[config.mk]
export PLATFORM = sky130hd
export DESIGN_NAME = rgb_axis_bridge
export DESIGN_NICKNAME = d
export VERILOG_FILES = /design/src/rtl/ov5640_pkg.sv /design/src/rtl/pixel_fifo.sv /design/src/rtl/rgb_axis_bridge.sv
export SDC_FILE = /design/constraint.sdc
export NUM_CORES = 1
export LEC_CHECK = 0
export CAP_MARGIN = 20
export CORE_UTILIZATION = 55
export CTS_BUF_LIST = sky130_fd_sc_hd__clkbuf_16
export DETAILED_ROUTE_END_ITERATION = 10
export HOLD_SLACK_MARGIN = 0.1
export PLACE_DENSITY_LB_ADDON = 0.1
export SYNTH_ARGS = -nofsm -noshare
export SYNTH_HDL_FRONTEND = slang
export SYNTH_SLANG_ARGS = --single-unit
[constraint.sdc]
create_clock -name clk -period 3.4 [get_ports clk]
set_clock_uncertainty 0.1 [all_clocks]
set_input_delay 0.34 -clock clk [delete_from_list [all_inputs] [get_ports clk]]
set_output_delay 0.34 -clock clk [all_outputs]
set_load 0.03 [all_outputs]
[src/rtl/ov5640_pkg.sv]
// Shared types and widths for the OV5640 capture-to-AXI4-Stream path.
package ov5640_pkg;
  localparam int RGB_W        = 24;
  localparam int AXIS_ENTRY_W = RGB_W + 2;

  typedef enum logic [1:0] {
    WAIT_SOF,
    PASS,
    DROP
  } state_t;
endpackage

[src/rtl/pixel_fifo.sv]
// Synchronous first-word-fall-through FIFO with a one-ahead read port so the
// consumer can reload its output register on the same edge it pops.
module pixel_fifo
  import ov5640_pkg::*;
#(
  parameter int DEPTH = 32,
  parameter int WIDTH = AXIS_ENTRY_W
) (
  input  logic                     clk,
  input  logic                     rst,
  input  logic                     wr_en,
  input  logic [WIDTH-1:0]         din,
  output logic                     full,
  input  logic                     rd_en,
  output logic                     empty,
  output logic [WIDTH-1:0]         dout,
  output logic [WIDTH-1:0]         dout_ahead,
  output logic [$clog2(DEPTH):0]   count
);
  localparam int AW = $clog2(DEPTH);
  localparam logic [AW:0] FULL_CNT = (AW+1)'(DEPTH);

  logic [WIDTH-1:0] r_mem [DEPTH];
  logic [AW-1:0]    r_wr_ptr;
  logic [AW-1:0]    r_rd_ptr;
  logic [AW:0]      r_count;
  logic [AW-1:0]    w_rd_ptr_inc;
  logic             w_wr;
  logic             w_rd;

  assign full         = (r_count == FULL_CNT);
  assign empty        = (r_count == '0);
  assign count        = r_count;
  assign w_wr         = wr_en && !full;
  assign w_rd         = rd_en && !empty;
  assign w_rd_ptr_inc = r_rd_ptr + AW'(1);
  assign dout         = r_mem[r_rd_ptr];
  assign dout_ahead   = r_mem[w_rd_ptr_inc];

  always_ff @(posedge clk) begin
    if (w_wr) begin
      r_mem[r_wr_ptr] <= din;
    end
  end

  // Full blocks writes even when a read happens in the same cycle.
  always_ff @(posedge clk or posedge rst) begin
    if (rst) begin
      r_wr_ptr <= '0;
      r_rd_ptr <= '0;
      r_count  <= '0;
    end else begin
      if (w_wr) begin
        r_wr_ptr <= r_wr_ptr + AW'(1);
      end
      if (w_rd) begin
        r_rd_ptr <= w_rd_ptr_inc;
      end
      case ({w_wr, w_rd})
        2'b10:   r_count <= r_count + (AW+1)'(1);
        2'b01:   r_count <= r_count - (AW+1)'(1);
        default: r_count <= r_count;
      endcase
    end
  end
endmodule

[src/rtl/rgb_axis_bridge.sv]
// RGB video bus (pixel/vsync/active) to AXI4-Stream video master with
// frame-level drop and resync on FIFO overflow.
module rgb_axis_bridge
  import ov5640_pkg::*;
#(
  parameter int DATA_WIDTH = RGB_W,
  parameter int FIFO_DEPTH = 32
) (
  input  logic                  clk,
  input  logic                  rst,
  input  logic [DATA_WIDTH-1:0] in_data,
  input  logic                  in_vsync,
  input  logic                  in_active,
  output logic [DATA_WIDTH-1:0] m_axis_tdata,
  output logic                  m_axis_tvalid,
  input  logic                  m_axis_tready,
  output logic                  m_axis_tuser,
  output logic                  m_axis_tlast,
  output logic                  overflow,
  input  logic                  overflow_clr
);
  localparam int ENTRY_W = DATA_WIDTH + 2;
  localparam int CNT_W   = $clog2(FIFO_DEPTH) + 1;

  state_t                r_state;
  state_t                w_state_next;
  logic [DATA_WIDTH-1:0] r_hold_data;
  logic                  r_hold_valid;
  logic                  r_sof_pend;
  logic                  r_overflow;

  logic                  w_push;
  logic                  w_push_eol;
  logic                  w_load_hold;
  logic                  w_clear_hold;
  logic                  w_arm;
  logic                  w_ovf_set;
  logic                  w_fifo_wr;

  logic                  w_fifo_full;
  logic                  w_fifo_empty;
  logic [ENTRY_W-1:0]    w_fifo_din;
  logic [ENTRY_W-1:0]    w_fifo_dout;
  logic [ENTRY_W-1:0]    w_fifo_ahead;
  logic [CNT_W-1:0]      w_fifo_count;

  logic                  r_tvalid;
  logic                  r_tuser;
  logic                  r_tlast;
  logic [DATA_WIDTH-1:0] r_tdata;
  logic                  w_pop;

  // The pixel presented in a vsync cycle is treated as blanking and discarded.
  always_comb begin
    w_state_next = r_state;
    w_push       = 1'b0;
    w_push_eol   = 1'b0;
    w_load_hold  = 1'b0;
    w_clear_hold = 1'b0;
    w_arm        = 1'b0;
    w_ovf_set    = 1'b0;
    case (r_state)
      WAIT_SOF: begin
        if (in_vsync) begin
          w_arm        = 1'b1;
          w_state_next = PASS;
        end
      end
      PASS: begin
        if (in_vsync) begin
          w_arm = 1'b1;
          if (r_hold_valid) begin
            w_push       = 1'b1;
            w_push_eol   = 1'b1;
            w_clear_hold = 1'b1;
          end
        end else if (in_active) begin
          w_push      = r_hold_valid;
          w_load_hold = 1'b1;
        end else if (r_hold_valid) begin
          w_push       = 1'b1;
          w_push_eol   = 1'b1;
          w_clear_hold = 1'b1;
        end
        if (w_push && w_fifo_full) begin
          w_ovf_set    = 1'b1;
          w_load_hold  = 1'b0;
          w_clear_hold = 1'b1;
          if (!in_vsync) begin
            w_state_next = DROP;
          end
        end
      end
      DROP: begin
        w_clear_hold = 1'b1;
        if (in_vsync) begin
          w_arm        = 1'b1;
          w_state_next = PASS;
        end
      end
      default: begin
        w_state_next = WAIT_SOF;
      end
    endcase
  end

  assign w_fifo_wr  = w_push && !w_fifo_full;
  assign w_fifo_din = {r_sof_pend, w_push_eol, r_hold_data};

  always_ff @(posedge clk or posedge rst) begin
    if (rst) begin
      r_state      <= WAIT_SOF;
      r_hold_data  <= '0;
      r_hold_valid <= 1'b0;
      r_sof_pend   <= 1'b0;
      r_overflow   <= 1'b0;
    end else begin
      r_state <= w_state_next;
      if (w_load_hold) begin
        r_hold_data  <= in_data;
        r_hold_valid <= 1'b1;
      end else if (w_clear_hold) begin
        r_hold_valid <= 1'b0;
      end
      if (w_arm) begin
        r_sof_pend <= 1'b1;
      end else if (w_fifo_wr) begin
        r_sof_pend <= 1'b0;
      end
      if (w_ovf_set) begin
        r_overflow <= 1'b1;
      end else if (overflow_clr) begin
        r_overflow <= 1'b0;
      end
    end
  end

  pixel_fifo #(
    .DEPTH (FIFO_DEPTH),
    .WIDTH (ENTRY_W)
  ) u_fifo (
    .clk        (clk),
    .rst        (rst),
    .wr_en      (w_fifo_wr),
    .din        (w_fifo_din),
    .full       (w_fifo_full),
    .rd_en      (w_pop),
    .empty      (w_fifo_empty),
    .dout       (w_fifo_dout),
    .dout_ahead (w_fifo_ahead),
    .count      (w_fifo_count)
  );

  // The output register mirrors the FIFO head; an entry leaves the FIFO only
  // on a completed handshake, so the FIFO alone bounds the buffered pixels.
  assign w_pop = r_tvalid && m_axis_tready;

  always_ff @(posedge clk or posedge rst) begin
    if (rst) begin
      r_tvalid <= 1'b0;
      r_tuser  <= 1'b0;
      r_tlast  <= 1'b0;
      r_tdata  <= '0;
    end else if (w_pop) begin
      r_tvalid                    <= (w_fifo_count > CNT_W'(1));
      {r_tuser, r_tlast, r_tdata} <= w_fifo_ahead;
    end else begin
      r_tvalid                    <= !w_fifo_empty;
      {r_tuser, r_tlast, r_tdata} <= w_fifo_dout;
    end
  end

  assign m_axis_tvalid = r_tvalid;
  assign m_axis_tuser  = r_tuser;
  assign m_axis_tlast  = r_tlast;
  assign m_axis_tdata  = r_tdata;
  assign overflow      = r_overflow;
endmodule

==> results.sh <==
export IMPL_grt_start_max_net_pins=147
export IMPL_async_reset_ff_share_pct=7.96
export IMPL_fin_cells=3478
export IMPL_rrSetupSlack_ns=0.21
export IMPL_first_pass_iters=6
export IMPL_crit_family="simple AND/OR/NAND/NOR gates"
export IMPL_clk_pin_slew_ns=0.06
export IMPL_setup_viol=0
export IMPL_wl_per_cell_um=34.0
export IMPL_synthXorXnorAreaFrac_pct=0.454
export IMPL_antenna_found_initial=0
export IMPL_powerDensity_nw_per_um2=1010
export IMPL_power_w=0.0479
export IMPL_worst_pin_slew_ns=1.19
export IMPL_end_kind="flip-flop"
export IMPL_hp_class="primary input to asynchronous set/reset pin"
export IMPL_synth_fa_ha_area_share_pct=0.391
export IMPL_ys_types=53
export IMPL_synth_compound_area_share_pct=4.36
export IMPL_fmax_mhz=313
export IMPL_cp_start_kind="flip-flop"
export IMPL_via_per_inst=7.05
export IMPL_insertedDiodeCount=0
export IMPL_fin_crit_sh_pct=93.9
export IMPL_ys_warn_count=0
export IMPL_arrival_ns=3.59
export IMPL_drcViolationCount=0
export IMPL_io_buffers=57
export IMPL_row_count=100
export IMPL_timing_rr_end="m_axis_tdata[19]$_DFF_PP0_"
export IMPL_core_um2=74700
export IMPL_dp_hpwl_um=70100
export IMPL_fp_dieW_um=277
export IMPL_required_ns=3.80
export IMPL_grt_pass1_vias=24967
export IMPL_synthFlopType="edfxtp_1"
export IMPL_power_ir_vdd_worst_mv=1.00
export IMPL_cts_tree="yes"
export IMPL_final_antenna_net_count=0
export IMPL_fin_util_pct=63.6
export IMPL_clk_latency_ns=0.66
export IMPL_ys_ff_latch=904
export IMPL_cts_htree_levels=3
export IMPL_cts_buffers=93
export IMPL_rsz0062_at_grt="no"
export IMPL_cts_max_path_buffers=3
export IMPL_drv_cap=0
export IMPL_cts_resized=0
export IMPL_synthesis_area_um2=41600
export IMPL_startpoint="u_fifo.r_rd_ptr[2]$_DFFE_PP0P_"
export IMPL_r2r_cells=7
export IMPL_grtUsageTotal_pct=31.2
export IMPL_syn_num_nets=2357
export IMPL_status="complete, no violations"
export IMPL_slowest_delay_ns=0.72
export IMPL_syn_inst=2314
export IMPL_synth_top_family_by_area="multiplexers"
export IMPL_synth_mux_area_share_pct=23.2
export IMPL_die_h_um=277
export IMPL_wirelength_um=118000
export IMPL_path_max_fanout=40
export IMPL_synth_top_area_cell="edfxtp_1"
export IMPL_vias=24529
export IMPL_nets=2475
export IMPL_reg2reg_from="u_fifo.r_rd_ptr[2]$_DFFE_PP0P_"
export IMPL_slew_viol_final=0
export IMPL_synthSimpleGateAreaFrac_pct=4.65
export IMPL_synth_edf_count=832
export IMPL_min_period_ns=3.19
export IMPL_synthTopCellsByArea="edfxtp_1 60%, mux4_2 21%, dfrtp_1 4.3%, nand2_1 1.8%, mux2i_1 1.6%"
export IMPL_place_inst=3298
export IMPL_leakagePower_nw=15.5
export IMPL_finalSetupTns_ns=0
export IMPL_cts_num_sinks=904
export IMPL_cp_num_cells=7
export IMPL_cp_endpoint="m_axis_tdata[19]$_DFF_PP0_"
export IMPL_place_congestion=0.843
export IMPL_cts_root_buf="clkbuf_16"
export IMPL_cp_cell_sequence="buf_12 -> nand3_1 -> xnor2_2 -> nand2_1 -> buf_4 -> nor4_1 -> nor3_1"
export IMPL_max_slew_margin_pct=20.4
export IMPL_crit_buf_inv=2
export IMPL_syn2layout_area_growth_pct=14.1
export IMPL_timing_final_hold_violations=0
export IMPL_drt_iter0_drc=2979
export IMPL_crit_slowest_cell="nor4_1"
export IMPL_grt_first_pass_wirelength_um=171000
export IMPL_synth_avg_cell_area_um2=18.0
export IMPL_initial_core_util_pct=55.7
export IMPL_grt_ovfl_total=0
export IMPL_io_pins=58
export IMPL_netlist_area_leader_share_pct=60.0
export IMPL_drive_gt1_share_pct=30.1
export IMPL_die_area_um2=76800
export IMPL_seq_area_frac_synth_pct=64.3
export IMPL_critical_path_class="flip-flop to flip-flop"
-- state kept, by name, indices dropped and copies added (netlist names) --
register,flops
m_axis_tvalid,1
overflow,1
u_fifo.r_mem,832
r_sof_pend,1
u_fifo.count,6
r_hold_data,24
m_axis_tdata,24
m_axis_tuser,1
u_fifo.r_rd_ptr,5
m_axis_tlast,1
r_state,2
u_fifo.r_wr_ptr,5
r_hold_valid,1
-- layer usage --
metal  vias to the layer above  track usage, %  share of wire, %
met5                         -           0.188                 0
met4                         0            13.2               4.4
met3                       289            5.31               8.6
met2                      1411            50.7                49
met1                     13008            42.0                38
li1                       9821               -                 -
-- worst min-delay path by stage --
| stage | cells after the start | to | start | slack, ns |
|---|---|---|---|---|
| floorplan | 1 | overflow$_DFFE_PP0P_ | overflow_clr | 0.35 |
| global placement | 1 | r_hold_valid$_DFFE_PP0P_ | r_hold_valid$_DFFE_PP0P_ | 0.40 |
| detailed placement | 1 | r_hold_valid$_DFFE_PP0P_ | r_hold_valid$_DFFE_PP0P_ | 0.40 |
| CTS | 2 | overflow$_DFFE_PP0P_ | overflow_clr | 0.15 |
| global route | 2 | overflow$_DFFE_PP0P_ | overflow_clr | 0.16 |
| finish | 2 | r_hold_data[20]$_DFFE_PP0P_ | rst | 0.13 |
-- power breakdown --
part | total (W) | leakage, nW | switching, W | internal (W)
clock | 0.0103 | 1.57 | 0.00428 | 0.00606
sequential | 0.0161 | 8.35 | 0.00171 | 0.0144
combinational | 0.0215 | 5.54 | 0.0117 | 0.00977
-- final cells by class --
cell class | count | area [um2]
fillers | 5097 | 27200
flip-flops and latches | 904 | 26800
multi-input cells | 1214 | 14100
clock buffers | 95 | 2380
repair buffers | 198 | 2190
well taps | 969 | 1210
clock inverters | 77 | 716
inverters | 21 | 81.3
-- cells by family after synthesis --
| logic type | after synthesis |
|---|---|
| flops | 904 |
| mux | 486 |
| simple gates | 420 |
| compound gates | 276 |
| buf+inv | 196 |
| xor+xnor | 19 |
| fa+ha+maj | 13 |
-- cell usage in the layout, fill, tap and decap left out, types with 22 or more instances in the layout --
cell / instances
a211oi_1: 38
a21oi_1: 67
a22oi_1: 34
a31oi_1: 43
buf_12: 39
buf_4: 97
clkbuf_16: 95
clkdlybuf4s50_1: 57
dfrtp_1: 67
edfxtp_1: 832
inv_1: 35
mux2_2: 37
mux2i_1: 68
mux4_2: 381
nand2_1: 204
nor2_4: 32
nor2b_1: 63
nor3_1: 39
nor4_1: 22
o21ai_0: 36
-- per-stage QoR --
stage,hold slack (ns),worst slack (ns),instance area [um2]
after detailed placement,0.400,0.0443,44200
after floorplan,0.349,0.162,41600
after global placement,0.395,0.102,44200
final,0.130,0.208,47500
after CTS,0.149,0.0245,47300
after global routing,0.160,0.142,47500
-- cells in the mapped netlist, drive strengths merged (22+ instances only) --
| cell | n |
|---|---|
| edfxtp | 832 |
| mux4 | 381 |
| nand2 | 204 |
| buf | 114 |
| dfrtp | 72 |
| a21oi | 68 |
| mux2i | 68 |
| nor2b | 67 |
| clkbuf | 61 |
| nor2 | 50 |
| a31oi | 43 |
| nor3 | 39 |
| a211oi | 38 |
| o21ai | 38 |
| mux2 | 37 |
| a22oi | 35 |
| nor4 | 22 |
-- timing repair --
item | 4_1_cts | 5_1_grt
hold buffers | 0 | 0
buffers inserted | 0 | 2
endpoints found under the setup margin | 0 | 1
Power figures use the tool's default switching activity.
